File: config.mk
export PLATFORM = sky130hd
export DESIGN_NAME = serdes_recv_ctrl
export DESIGN_NICKNAME = d
export VERILOG_FILES = /design/src/rtl/serdes_recv_ctrl.sv
export SDC_FILE = /design/constraint.sdc
export NUM_CORES = 1
export LEC_CHECK = 0
export ABC_AREA = 1
export CORE_ASPECT_RATIO = 1.25
export CORE_MARGIN = 3
export CORE_UTILIZATION = 50
export DETAILED_ROUTE_END_ITERATION = 10
export DONT_BUFFER_PORTS = 1
export SKIP_CTS_REPAIR_TIMING = 1
export SYNTH_ARGS = -nofsm -noshare
export SYNTH_HDL_FRONTEND = slang
export SYNTH_SLANG_ARGS = --single-unit
File: constraint.sdc
create_clock -name I_sys_clk -period 10.1 [get_ports I_sys_clk]
set_clock_uncertainty 0.05 [all_clocks]
set_input_delay 2.02 -clock I_sys_clk [delete_from_list [all_inputs] [get_ports I_sys_clk]]
set_output_delay 2.02 -clock I_sys_clk [all_outputs]
set_load 0.02 [all_outputs]
File: src/rtl/serdes_recv_ctrl.sv
// serdes_recv_ctrl -- receive-side deframer for the 4-lane SerDes link.
//
// Merges four 16-bit lanes into one 64-bit word W = {rx4,rx3,rx2,rx1} and
// tracks the 3-word stream header (1c/3c/5c = I/Q stream, 1c/3c/7c = energy
// stream).
//   I/Q stream: 48-bit samples packed 4 per 3 words, delivered on two slots.
//   Energy stream: each payload word is one target record.
// Lane input to enable/data output is 2 cycles: the stage-1 input register,
// then the registered outputs. There is no backpressure.
//
// Ports
//   I_sys_clk, I_rst            clock, asynchronous active-high reset
//   I_rxN_is_k, I_rxN_serdes_dat  per-lane flag (1 = payload) and data, N=1..4
//   O_iq0_ena, O_i0_dat, O_q0_dat   slot-0 sample (every I/Q payload word)
//   O_iq1_ena, O_i1_dat, O_q1_dat   slot-1 sample (the later one, phase 2 only)
//   O_target_ena + record fields    energy record
//   O_stream_mode                   0 none, 1 I/Q, 2 energy
//   O_lane_err/O_align_err/O_fmt_err  single-cycle error pulses
// Optional feature, macro SERDES_RX_ERR_CNT_EN: saturating error counters
//   O_*_err_cnt plus synchronous clear input I_err_cnt_clr.
module serdes_recv_ctrl #(
    parameter int          SAMPLE_W  = 24,  // unpacking slices assume 24
    parameter int          ERR_CNT_W = 16,
    parameter logic [63:0] IDLE_WORD = 64'hc5bc_c5bc_c5bc_c5bc
) (
    input  logic                 I_sys_clk,
    input  logic                 I_rst,
`ifdef SERDES_RX_ERR_CNT_EN
    input  logic                 I_err_cnt_clr,
    output logic [ERR_CNT_W-1:0] O_lane_err_cnt,
    output logic [ERR_CNT_W-1:0] O_align_err_cnt,
    output logic [ERR_CNT_W-1:0] O_fmt_err_cnt,
`endif
    input  logic                 I_rx1_is_k,
    input  logic                 I_rx2_is_k,
    input  logic                 I_rx3_is_k,
    input  logic                 I_rx4_is_k,
    input  logic [15:0]          I_rx1_serdes_dat,
    input  logic [15:0]          I_rx2_serdes_dat,
    input  logic [15:0]          I_rx3_serdes_dat,
    input  logic [15:0]          I_rx4_serdes_dat,
    output logic                 O_iq0_ena,
    output logic [SAMPLE_W-1:0]  O_i0_dat,
    output logic [SAMPLE_W-1:0]  O_q0_dat,
    output logic                 O_iq1_ena,
    output logic [SAMPLE_W-1:0]  O_i1_dat,
    output logic [SAMPLE_W-1:0]  O_q1_dat,
    output logic                 O_target_ena,
    output logic [15:0]          O_mach_angle,
    output logic [2:0]           O_mode,
    output logic [4:0]           O_angle,
    output logic [23:0]          O_target_energy,
    output logic [12:0]          O_target_range,
    output logic [1:0]           O_stream_mode,
    output logic                 O_lane_err,
    output logic                 O_align_err,
    output logic                 O_fmt_err
);
    localparam logic [63:0] HDR1 = 64'h1c1c_1c1c_1c1c_1c1c;
    localparam logic [63:0] HDR3 = 64'h3c3c_3c3c_3c3c_3c3c;
    localparam logic [63:0] HDR5 = 64'h5c5c_5c5c_5c5c_5c5c;
    localparam logic [63:0] HDR7 = 64'h7c7c_7c7c_7c7c_7c7c;

    typedef enum logic [2:0] {S_HUNT, S_H1, S_H2, S_IQ, S_EN} state_t;

    // Stage 1: registered lanes and flags
    logic [63:0] word_q;
    logic [3:0]  k_q;

    always_ff @(posedge I_sys_clk or posedge I_rst) begin
        if (I_rst) begin
            word_q <= '0;
            k_q    <= '0;
        end else begin
            word_q <= {I_rx4_serdes_dat, I_rx3_serdes_dat, I_rx2_serdes_dat, I_rx1_serdes_dat};
            k_q    <= {I_rx4_is_k, I_rx3_is_k, I_rx2_is_k, I_rx1_is_k};
        end
    end

    logic is_pay, is_ctl, lane_mix;
    assign is_pay   = &k_q;
    assign is_ctl   = ~|k_q;
    assign lane_mix = !is_pay && !is_ctl;

    // FSM process 1: state register
    state_t state_q, state_d;

    always_ff @(posedge I_sys_clk or posedge I_rst) begin
        if (I_rst) state_q <= S_HUNT;
        else       state_q <= state_d;
    end

    // FSM process 2: next state. Mixed-flag words fall through both branches
    // and leave the state untouched. Idle and unknown control words only
    // matter while a header is in progress.
    always_comb begin
        state_d = state_q;
        if (is_ctl) begin
            if (word_q == HDR1) begin
                state_d = S_H1;
            end else begin
                case (state_q)
                    S_H1:    state_d = (word_q == HDR3) ? S_H2 : S_HUNT;
                    S_H2:    state_d = (word_q == HDR5) ? S_IQ :
                                       (word_q == HDR7) ? S_EN : S_HUNT;
                    default: state_d = state_q;
                endcase
            end
        end else if (is_pay) begin
            if (state_q == S_H1 || state_q == S_H2) state_d = S_HUNT;
        end
    end

    // FSM process 3: output / datapath next values
    logic [1:0]          phase_q, phase_d;
    logic [31:0]         residue_q, residue_d;
    logic [47:0]         slot0;
    logic                iq0_ena_d, iq1_ena_d, tgt_ena_d;
    logic [SAMPLE_W-1:0] i0_d, q0_d, i1_d, q1_d;
    logic [15:0]         mach_d;
    logic [2:0]          mode_d;
    logic [4:0]          angle_d;
    logic [23:0]         energy_d;
    logic [12:0]         range_d;
    logic [1:0]          stream_mode_d;
    logic                lane_err_d, align_err_d, fmt_err_d;

    always_comb begin
        phase_d     = phase_q;
        residue_d   = residue_q;
        slot0       = '0;
        iq0_ena_d   = 1'b0;
        iq1_ena_d   = 1'b0;
        tgt_ena_d   = 1'b0;
        i0_d        = O_i0_dat;
        q0_d        = O_q0_dat;
        i1_d        = O_i1_dat;
        q1_d        = O_q1_dat;
        mach_d      = O_mach_angle;
        mode_d      = O_mode;
        angle_d     = O_angle;
        energy_d    = O_target_energy;
        range_d     = O_target_range;
        lane_err_d  = lane_mix;
        align_err_d = 1'b0;
        fmt_err_d   = 1'b0;

        case (state_q)
            S_IQ:    stream_mode_d = 2'd1;
            S_EN:    stream_mode_d = 2'd2;
            default: stream_mode_d = 2'd0;
        endcase

        if (is_ctl && word_q == HDR1) begin
            // A header cutting a partly-filled sample group loses the residue
            align_err_d = (state_q == S_IQ) && (phase_q != 2'd0);
            phase_d     = 2'd0;
            residue_d   = '0;
        end else if (is_pay && state_q == S_IQ) begin
            iq0_ena_d = 1'b1;
            case (phase_q)
                2'd0: begin
                    slot0     = word_q[63:16];
                    residue_d = {16'h0, word_q[15:0]};
                    phase_d   = 2'd1;
                end
                2'd1: begin
                    slot0     = {residue_q[15:0], word_q[63:32]};
                    residue_d = word_q[31:0];
                    phase_d   = 2'd1 + 2'd1;
                end
                default: begin
                    slot0     = {residue_q, word_q[63:48]};
                    iq1_ena_d = 1'b1;
                    i1_d      = word_q[47:24];
                    q1_d      = word_q[23:0];
                    residue_d = '0;
                    phase_d   = 2'd0;
                end
            endcase
            i0_d = slot0[47:24];
            q0_d = slot0[23:0];
        end else if (is_pay && state_q == S_EN) begin
            tgt_ena_d = 1'b1;
            mach_d    = word_q[63:48];
            mode_d    = word_q[47:45];
            angle_d   = word_q[44:40];
            energy_d  = word_q[39:16];
            range_d   = word_q[12:0];
            fmt_err_d = (word_q[15:13] != 3'd0);
        end
    end

    always_ff @(posedge I_sys_clk or posedge I_rst) begin
        if (I_rst) begin
            phase_q         <= '0;
            residue_q       <= '0;
            O_iq0_ena       <= 1'b0;
            O_iq1_ena       <= 1'b0;
            O_target_ena    <= 1'b0;
            O_i0_dat        <= '0;
            O_q0_dat        <= '0;
            O_i1_dat        <= '0;
            O_q1_dat        <= '0;
            O_mach_angle    <= '0;
            O_mode          <= '0;
            O_angle         <= '0;
            O_target_energy <= '0;
            O_target_range  <= '0;
            O_stream_mode   <= '0;
            O_lane_err      <= 1'b0;
            O_align_err     <= 1'b0;
            O_fmt_err       <= 1'b0;
        end else begin
            phase_q         <= phase_d;
            residue_q       <= residue_d;
            O_iq0_ena       <= iq0_ena_d;
            O_iq1_ena       <= iq1_ena_d;
            O_target_ena    <= tgt_ena_d;
            O_i0_dat        <= i0_d;
            O_q0_dat        <= q0_d;
            O_i1_dat        <= i1_d;
            O_q1_dat        <= q1_d;
            O_mach_angle    <= mach_d;
            O_mode          <= mode_d;
            O_angle         <= angle_d;
            O_target_energy <= energy_d;
            O_target_range  <= range_d;
            O_stream_mode   <= stream_mode_d;
            O_lane_err      <= lane_err_d;
            O_align_err     <= align_err_d;
            O_fmt_err       <= fmt_err_d;
        end
    end

`ifdef SERDES_RX_ERR_CNT_EN
    // Counters step with the pulse itself, so each count lines up with its pulse
    always_ff @(posedge I_sys_clk or posedge I_rst) begin
        if (I_rst) begin
            O_lane_err_cnt  <= '0;
            O_align_err_cnt <= '0;
            O_fmt_err_cnt   <= '0;
        end else if (I_err_cnt_clr) begin
            O_lane_err_cnt  <= '0;
            O_align_err_cnt <= '0;
            O_fmt_err_cnt   <= '0;
        end else begin
            if (lane_err_d && !(&O_lane_err_cnt))
                O_lane_err_cnt <= O_lane_err_cnt + ERR_CNT_W'(1);
            if (align_err_d && !(&O_align_err_cnt))
                O_align_err_cnt <= O_align_err_cnt + ERR_CNT_W'(1);
            if (fmt_err_d && !(&O_fmt_err_cnt))
                O_fmt_err_cnt <= O_fmt_err_cnt + ERR_CNT_W'(1);
        end
    end
`endif

endmodule

# Yosys cells after proc, flatten, opt, wreduce, memory -nomap -nowiden
# Index checks and enable logic that the tools add are counted.
# totals
register_bits	270
latch_bits	0
ramBits	0
rom_bits	0
inputBits	70
out_inout_bits	165
word_cells	83
memories	0
# classes
addsub	0
mul	0
div	0
order_cmp	0
eq_ne	11
n_shift	0
muxes	28
n_bitwise	3
n_reduce_logical	20
# ops
op	n
equality test 64 x 63 -> 1 bit (second input constant)	2
case mux 48 bit (2 select lines)	1
equality test 64 x 61 -> 1 bit (second input constant)	1
equality test 64 x 62 -> 1 bit (second input constant)	1
2-to-1 mux 32 bit	2
case mux 32 bit (2 select lines)	1
2-to-1 mux 3 bit	6
2-to-1 mux 1 bit	12
AND reduction 3 bit	3
case mux 2 bit (2 select lines)	2
equality test 3 x 2 -> 1 bit (second input constant)	2
2-to-1 mux 2 bit	3
case mux 3 bit (2 select lines)	1
logical AND 1 bit	5
AND reduction 4 bit	1
nonzero test 2 bit	2
nonzero test 4 bit	1
OR reduction 4 bit	1
equality test 3 x 1 -> 1 bit (second input constant)	1
equality test 3 bit (second input constant)	1
NOT 1 bit	3
nonzero test 3 bit	1
equality test 2 x 1 -> 1 bit (second input constant)	1
logical NOT 1 bit	2
other kinds (6)	6

# Depth between registers and ports, before layout
# Gate-level depths: netlist (run 1).
# depth
depth_word	6
mapped_depth	11
depth_no_buf	10

# Worst setup path before layout (run 1)
# OpenSTA, ideal clock, no wires.
# synth_timing
path_kind	reg2out
start	register O_i0_dat[10]
end	output O_i0_dat[10]
t_arrival_ns	0.425
required_ns	8.030
slack_ns	7.605
stages_incl_launch_ff	1
n_path_buf	0
path_cell_list	dfrtp_1
# synth_rtl
item	line_no	text
start, declared	43	output logic [SAMPLE_W-1:0] O_i0_dat,
start signal, assigned	220	O_i0_dat <= i0_d;
# No word-level cell between the ends.

==> impl_metrics.yaml, run 1 <==
outcome:
  outcome: "completed"
placed_design:
  dpl_cell_area_um2: 10650
  place.gp.congestion: 0.9051
  portBuffers: 0
  post-place-cells: 1305
  hpwl_um: 21670
critical_path:
  crit_required_ns: 10.57
  critPathBufInv: 2
  r2r-start: "phase_q[1]$_DFFE_PP0P_"
  r2r_cells: 6
  worstSetupPathType: "input pin to async pin"
  r2r_end: "O_i0_dat[7]$_DFFE_PP0P_"
  crit_family: "buffers and inverters"
  crit_fanout: 133
  crit_slowest_cell: "buf_4"
  worst_path_largest_cell_delay_ns: 0.87
  worstSetupStartpoint: "I_rst"
  arrival_ns: 3.59
  end_kind: "async pin"
  rrSetupSlack_ns: 7.03
  cp_cell_sequence: "inv_8 > buf_4"
  startpoint_type: "input pin"
min_path:
  hold_path.class: "flip-flop to flip-flop"
  holdPathEnd: "residue_q[27]$_DFFE_PP0P_"
  hp-start: "residue_q[27]$_DFFE_PP0P_"
  min_path_cells: 2
pwr:
  p_comb_frac: 0.024
  power.density_nw_per_um2: 194.2
  seqPwrFrac: 0.494
  pwr-share-clk: 0.481
  switching_power_w: 0.0004872
  vdd_drop_max_v: 0.0001616
  p_leak_nw: 5.662
  totalPowerFinal_w: 0.002261
  swShare: 0.2155
  internal_power_w: 0.001773
synthesis:
  syn_area_per_cell_um2: 9.720
  synth_area_um2: 10580
  syn_inst: 1088
  yosysWarnings: 0
  synthFlopType: "dfrtp_1"
  synth_fp_nets: 1158
  synth-edff-count: 0
  async_flop_share: 1.000
  synth.area.top_cells: "dfrtp_1, nand2_1, o21ai_0, inv_1, nor2_1"
  synth.top_cell.area_share: 0.6389
  synth-seq-cells: 270
  seq_area_frac_synth: 0.6389
  yosys.area.top_type: "dfrtp_1"
  synth_cell_type_count: 24
floorplan:
  start_util: 0.5168
  die_x_um: 136.1
  core_area_um2: 20460
  io_pins: 235
  dieArea_um2: 22940
  die_h_um: 168.6
  num_rows: 58
routing:
  vias_per_cell: 5.533
  wl_um: 30700
  ant_nets: 0
  vias: 7503
  avgRoutedWirePerCell_um: 22.64
  drc: 0
  drtPass1Iterations: 5
  drtIter0Drc: 710
timing:
  finalHoldViolCount: 0
  period_minus_slack_ns: 3.124
  fin_crit_sh: 0.3093
  tns_ns: 0
  whs_ns: 0.4492
  drv_slew: 0
  timing.fmax_ghz: 0.3201
  tightestPinTransition_ns: 1.091
  slew_headroom: 0.2718
  rsz0062_at_grt: "no"
  finalSetupViolations: 0
global_route:
  busiest_layer: "met2"
  use_met3: 0.06361
  grt_pass1_vias: 7572
  grt_overflow: 0
  grt_start_max_net_pins: 134
  antenna_found_initial: 1
  grt_pass1_wl_um: 46390
  grt_util_met2: 0.4451
  met1_usage: 0.3430
  grt.total_usage: 0.2679
cells_and_area:
  stdcell_area_um2: 11640
  mostFrequentLayoutCells: "nand2_1, dfrtp_1, o21ai_0"
  mostFrequentLayoutCell: "nand2_1"
  finalNetCount: 1134
  area_growth_pct: 10.08
  final_cells: 1356
  layout-drive-gt1-share: 0.08756
  fillerInstances: 1822
job:
  maxCapViolCount: 0
clock_network:
  clkSinkCount: 270
  insertion_delay_ns: 0.54
  tritoncts: "done"
  path_clk_slew_ns: 0.06
  root_buffer: "clkbuf_16"
  numCtsBuffers: 27
  cts-htree-levels: 1
  cts_buffer_depth: 3
==> power by group through the flow <==
stage	Clock [W]	Sequential, W	Combinational [W]
after floorplan	0	0.00113	0.0000371
after global placement	0	0.00114	0.0000558
after detailed placement	0	0.00114	0.0000560
after CTS	0.00111	0.00112	0.0000562
after global routing	0.00115	0.00112	0.0000625
final	0.00109	0.00112	0.0000547
==> metal layers <==
layer	vias to the layer above	wire length, µm	part of all wire
met1	3611	11660	0.38
met4	0	1143	0.037
met3	64	2669	0.087
met5	-	0	0
li1	3503	-	-
met2	325	15230	0.50
==> synth_stat cells, types with 19 or more instances <==
cell	instances
dfrtp_1	270
o21ai_1	48
clkbuf_1	19
nand2_1	295
o21ai_0	95
nand3_2	21
inv_1	82
o22ai_1	31
a21oi_1	32
buf_2	25
nand3_1	44
nor2_1	67
==> through the flow <==
step | utilization | worst slack, ns
CTS | 0.5687 | 6.893
floorplan | - | 0.5913
global placement | 0.5206 | 6.332
detailed placement | 0.5206 | 6.326
finish | 0.5688 | 6.976
global route | 0.5688 | 6.710
==> kinds of logic (layout without fill, tap and decap cells) <==
logic type | after synthesis | in the layout | share of synthesized area
buf+inv | 147 | 144 | 0.06223
flops | 270 | 270 | 0.6389
compound gates | 223 | 223 | 0.1150
simple gates | 448 | 448 | 0.1839
other cells | 0 | 1 | 0
==> layout make-up <==
| class | instances | area, µm² | share of cell area |
|---|---|---|---|
| Inverter | 88 | 339.1 | 0.02913 |
| Sequential cell | 270 | 6756 | 0.5804 |
| Clock inverter | 15 | 209.0 | 0.01795 |
| Antenna cell | 1 | 2.502 | 0.0002150 |
| Timing Repair Buffer | 6 | 45.04 | 0.003869 |
| Clock buffer | 35 | 775.7 | 0.06664 |
| Multi-Input combinational cell | 671 | 3176 | 0.2728 |
| Tap cell | 270 | 337.8 | 0.02902 |
==> sequential cells by signal (all words and copies together) (netlist names), 2 cells and up <==
signal,flops
O_angle,5
residue_q,32
word_q,64
O_stream_mode,2
phase_q,2
O_target_energy,24
O_i0_dat,24
O_mode,3
O_q0_dat,24
O_target_range,13
state_q,3
O_i1_dat,24
O_mach_angle,16
k_q,4
O_q1_dat,24
==> how the worst max path moves through the flow <==
stage	to	slack (ns)	cells after the start
2_1_floorplan	O_align_err$_DFF_PP0_	0.59	1
6_report	state_q[1]$_DFFE_PP0P_	6.98	2
5_1_grt	residue_q[11]$_DFFE_PP0P_	6.71	2
3_5_place_dp	word_q[60]$_DFF_PP0_	6.33	2
4_1_cts	word_q[63]$_DFF_PP0_	6.89	2
3_3_place_gp	O_q1_dat[8]$_DFFE_PP0P_	6.33	2
Note: power is estimated with default switching activity, not from simulation.
==> run 2, diff against run 1 <==
==> constraint.sdc (replaced) <==
create_clock -name I_sys_clk -period 2.89 [get_ports I_sys_clk]
set_clock_uncertainty 0.05 [all_clocks]
set_input_delay 0.578 -clock I_sys_clk [delete_from_list [all_inputs] [get_ports I_sys_clk]]
set_output_delay 0.578 -clock I_sys_clk [all_outputs]
set_load 0.02 [all_outputs]
==> run 2 against run 1 <==
Global-route usage up 0.50 points. Via count is 1.9% higher. Total power rose to 3.3 times the previous value. Core utilization rose by 1.4 points. Cell count is 2.7% higher. Final area rose by 2.5%. Critical path depth grew 4. Register-to-register slack lost 6.2 ns. Combinational power rose to 4.4 times the previous value. Worst setup slack worse by 6.1 ns. Wire length increased by 3.0%. Worst hold slack lost 0.43 ns.
==> impl_metrics.yaml, run 2 (synthesis gave the netlist of run 1 again) <==
timing:
  tns_ns: 0
  finalHoldViolCount: 0
  tightestPinTransition_ns: 0.8047
  rsz0062_at_grt: "no"
  timing.fmax_ghz: 0.4944
  whs_ns: 0.02229
  fin_crit_sh: 0.6999
  period_minus_slack_ns: 2.023
  drv_slew: 0
  slew_headroom: 0.4628
  finalSetupViolations: 0
critical_path:
  worst_path_largest_cell_delay_ns: 0.46
  startpoint_type: "flip-flop"
  arrival_ns: 2.35
  crit_required_ns: 3.22
  crit_slowest_cell: "inv_1"
  end_kind: "flip-flop"
  crit_fanout: 20
  cp_cell_sequence: "buf_4 > nor2_4 > inv_1 > o22ai_1 > a21oi_1 > o21ai_0"
  worstSetupPathType: "flip-flop to flip-flop"
placed_design:
  hpwl_um: 22750
  portBuffers: 0
  place.gp.congestion: 0.9473
  post-place-cells: 1317
global_route:
  grt_overflow: 0
  grt.total_usage: 0.2729
  antenna_found_initial: 1
  grt_pass1_vias: 7613
  grt_pass1_wl_um: 47220
  grt_start_max_net_pins: 120
routing:
  drtPass1Iterations: 5
  vias_per_cell: 5.490
  drc: 0
  wl_um: 31610
  avgRoutedWirePerCell_um: 22.69
  drtIter0Drc: 660
  ant_nets: 0
  vias: 7647
clock_network:
  path_clk_slew_ns: 0.06
  insertion_delay_ns: 0.54
  cts_buffer_depth: 3
  tritoncts: "done"
  root_buffer: "clkbuf_16"
  cts-htree-levels: 1
  clkSinkCount: 270
  numCtsBuffers: 27
cells_and_area:
  layout-drive-gt1-share: 0.09180
  regMostFlops: "word_q"
  area_growth_pct: 12.86
  mostFrequentLayoutCells: "nand2_1, dfrtp_1, o21ai_0"
  final_core_util: 0.5832
  final_cells: 1393
  largest_register_ffs: 64
  mostFrequentLayoutCell: "nand2_1"
  largest_registers: "word_q (64), residue_q (32)"
  finalNetCount: 1173
floorplan:
  num_rows: 58
  dieArea_um2: 22940
  core_area_um2: 20460
  die_x_um: 136.1
  start_util: 0.5168
  io_pins: 235
  die_h_um: 168.6
pwr:
  power.density_nw_per_um2: 632.5
  vdd_drop_max_v: 0.0005262
  p_leak_nw: 5.799
min_path:
  hold_path.class: "input pin to flip-flop"
outcome:
  outcome: "completed"
job:
  maxCapViolCount: 0
## run 2: stage by stage
stage / power (W) / instance area, µm² / setup WS, ns
3_3_place_gp: 0.004187 / 10800 / 0.9512
2_1_floorplan: 0.004064 / 10580 / -1.305
3_5_place_dp: 0.004187 / 10800 / 0.9470
4_1_cts: 0.007579 / 11660 / 0.9161
5_1_grt: 0.007812 / 11940 / 0.6850
6_report: 0.007550 / 11940 / 0.8674
## run 2: power breakdown
part / switching, W / leakage (nW) / internal [W]
sequential: 0.0000746 / 3.61 / 0.00383
combinational: 0.000178 / 1.75 / 0.0000651
clock: 0.00144 / 0.434 / 0.00196
total: 0.00169 / 5.80 / 0.00586
## run 2: worst paths after layout
check                                               start                         to  slack (ns)  cells after the start
worst max register to register     phase_q[1]$_DFFE_PP0P_    O_i0_dat[5]$_DFFE_PP0P_        0.87                      6
worst min-delay path                  I_rx1_serdes_dat[1]        word_q[1]$_DFF_PP0_        0.02                      0
worst min register to register  residue_q[31]$_DFFE_PP0P_  residue_q[31]$_DFFE_PP0P_        0.45                      2
min in group asynchronous                           I_rst       word_q[27]$_DFF_PP0_        0.05                      2
max in group asynchronous                           I_rst        word_q[8]$_DFF_PP0_        2.20                      2
worst max-delay path               phase_q[1]$_DFFE_PP0P_    O_i0_dat[5]$_DFFE_PP0P_        0.87                      6
## run 2: routing by layer
metal / track usage / up-vias / part of all wire
met4: 0.08812 / 0 / 0.036
met5: 0 / - / 0
met2: 0.4717 / 343 / 0.50
met3: 0.07105 / 70 / 0.088
li1: - / 3578 / -
met1: 0.3337 / 3656 / 0.38
## run 2: final cells by class
| class | count | area, µm² |
|---|---|---|
| diodes | 1 | 2.502 |
| clock buffers | 33 | 728.2 |
| flip-flops and latches | 270 | 6756 |
| inverters | 88 | 335.3 |
| well taps | 270 | 337.8 |
| multi-input cells | 671 | 3176 |
| repair buffers | 45 | 467.9 |
| fillers | 1819 | 8529 |
| clock inverters | 15 | 131.4 |
## run 2: critical path, delay by kind of cell, from the launching register on
kind	cells	cell delay, ns
buffers and inverters	2	0.74
AO/OA/AOI/OAI	3	0.62
flip-flops	1	0.38
AND/OR/NAND/NOR	1	0.07
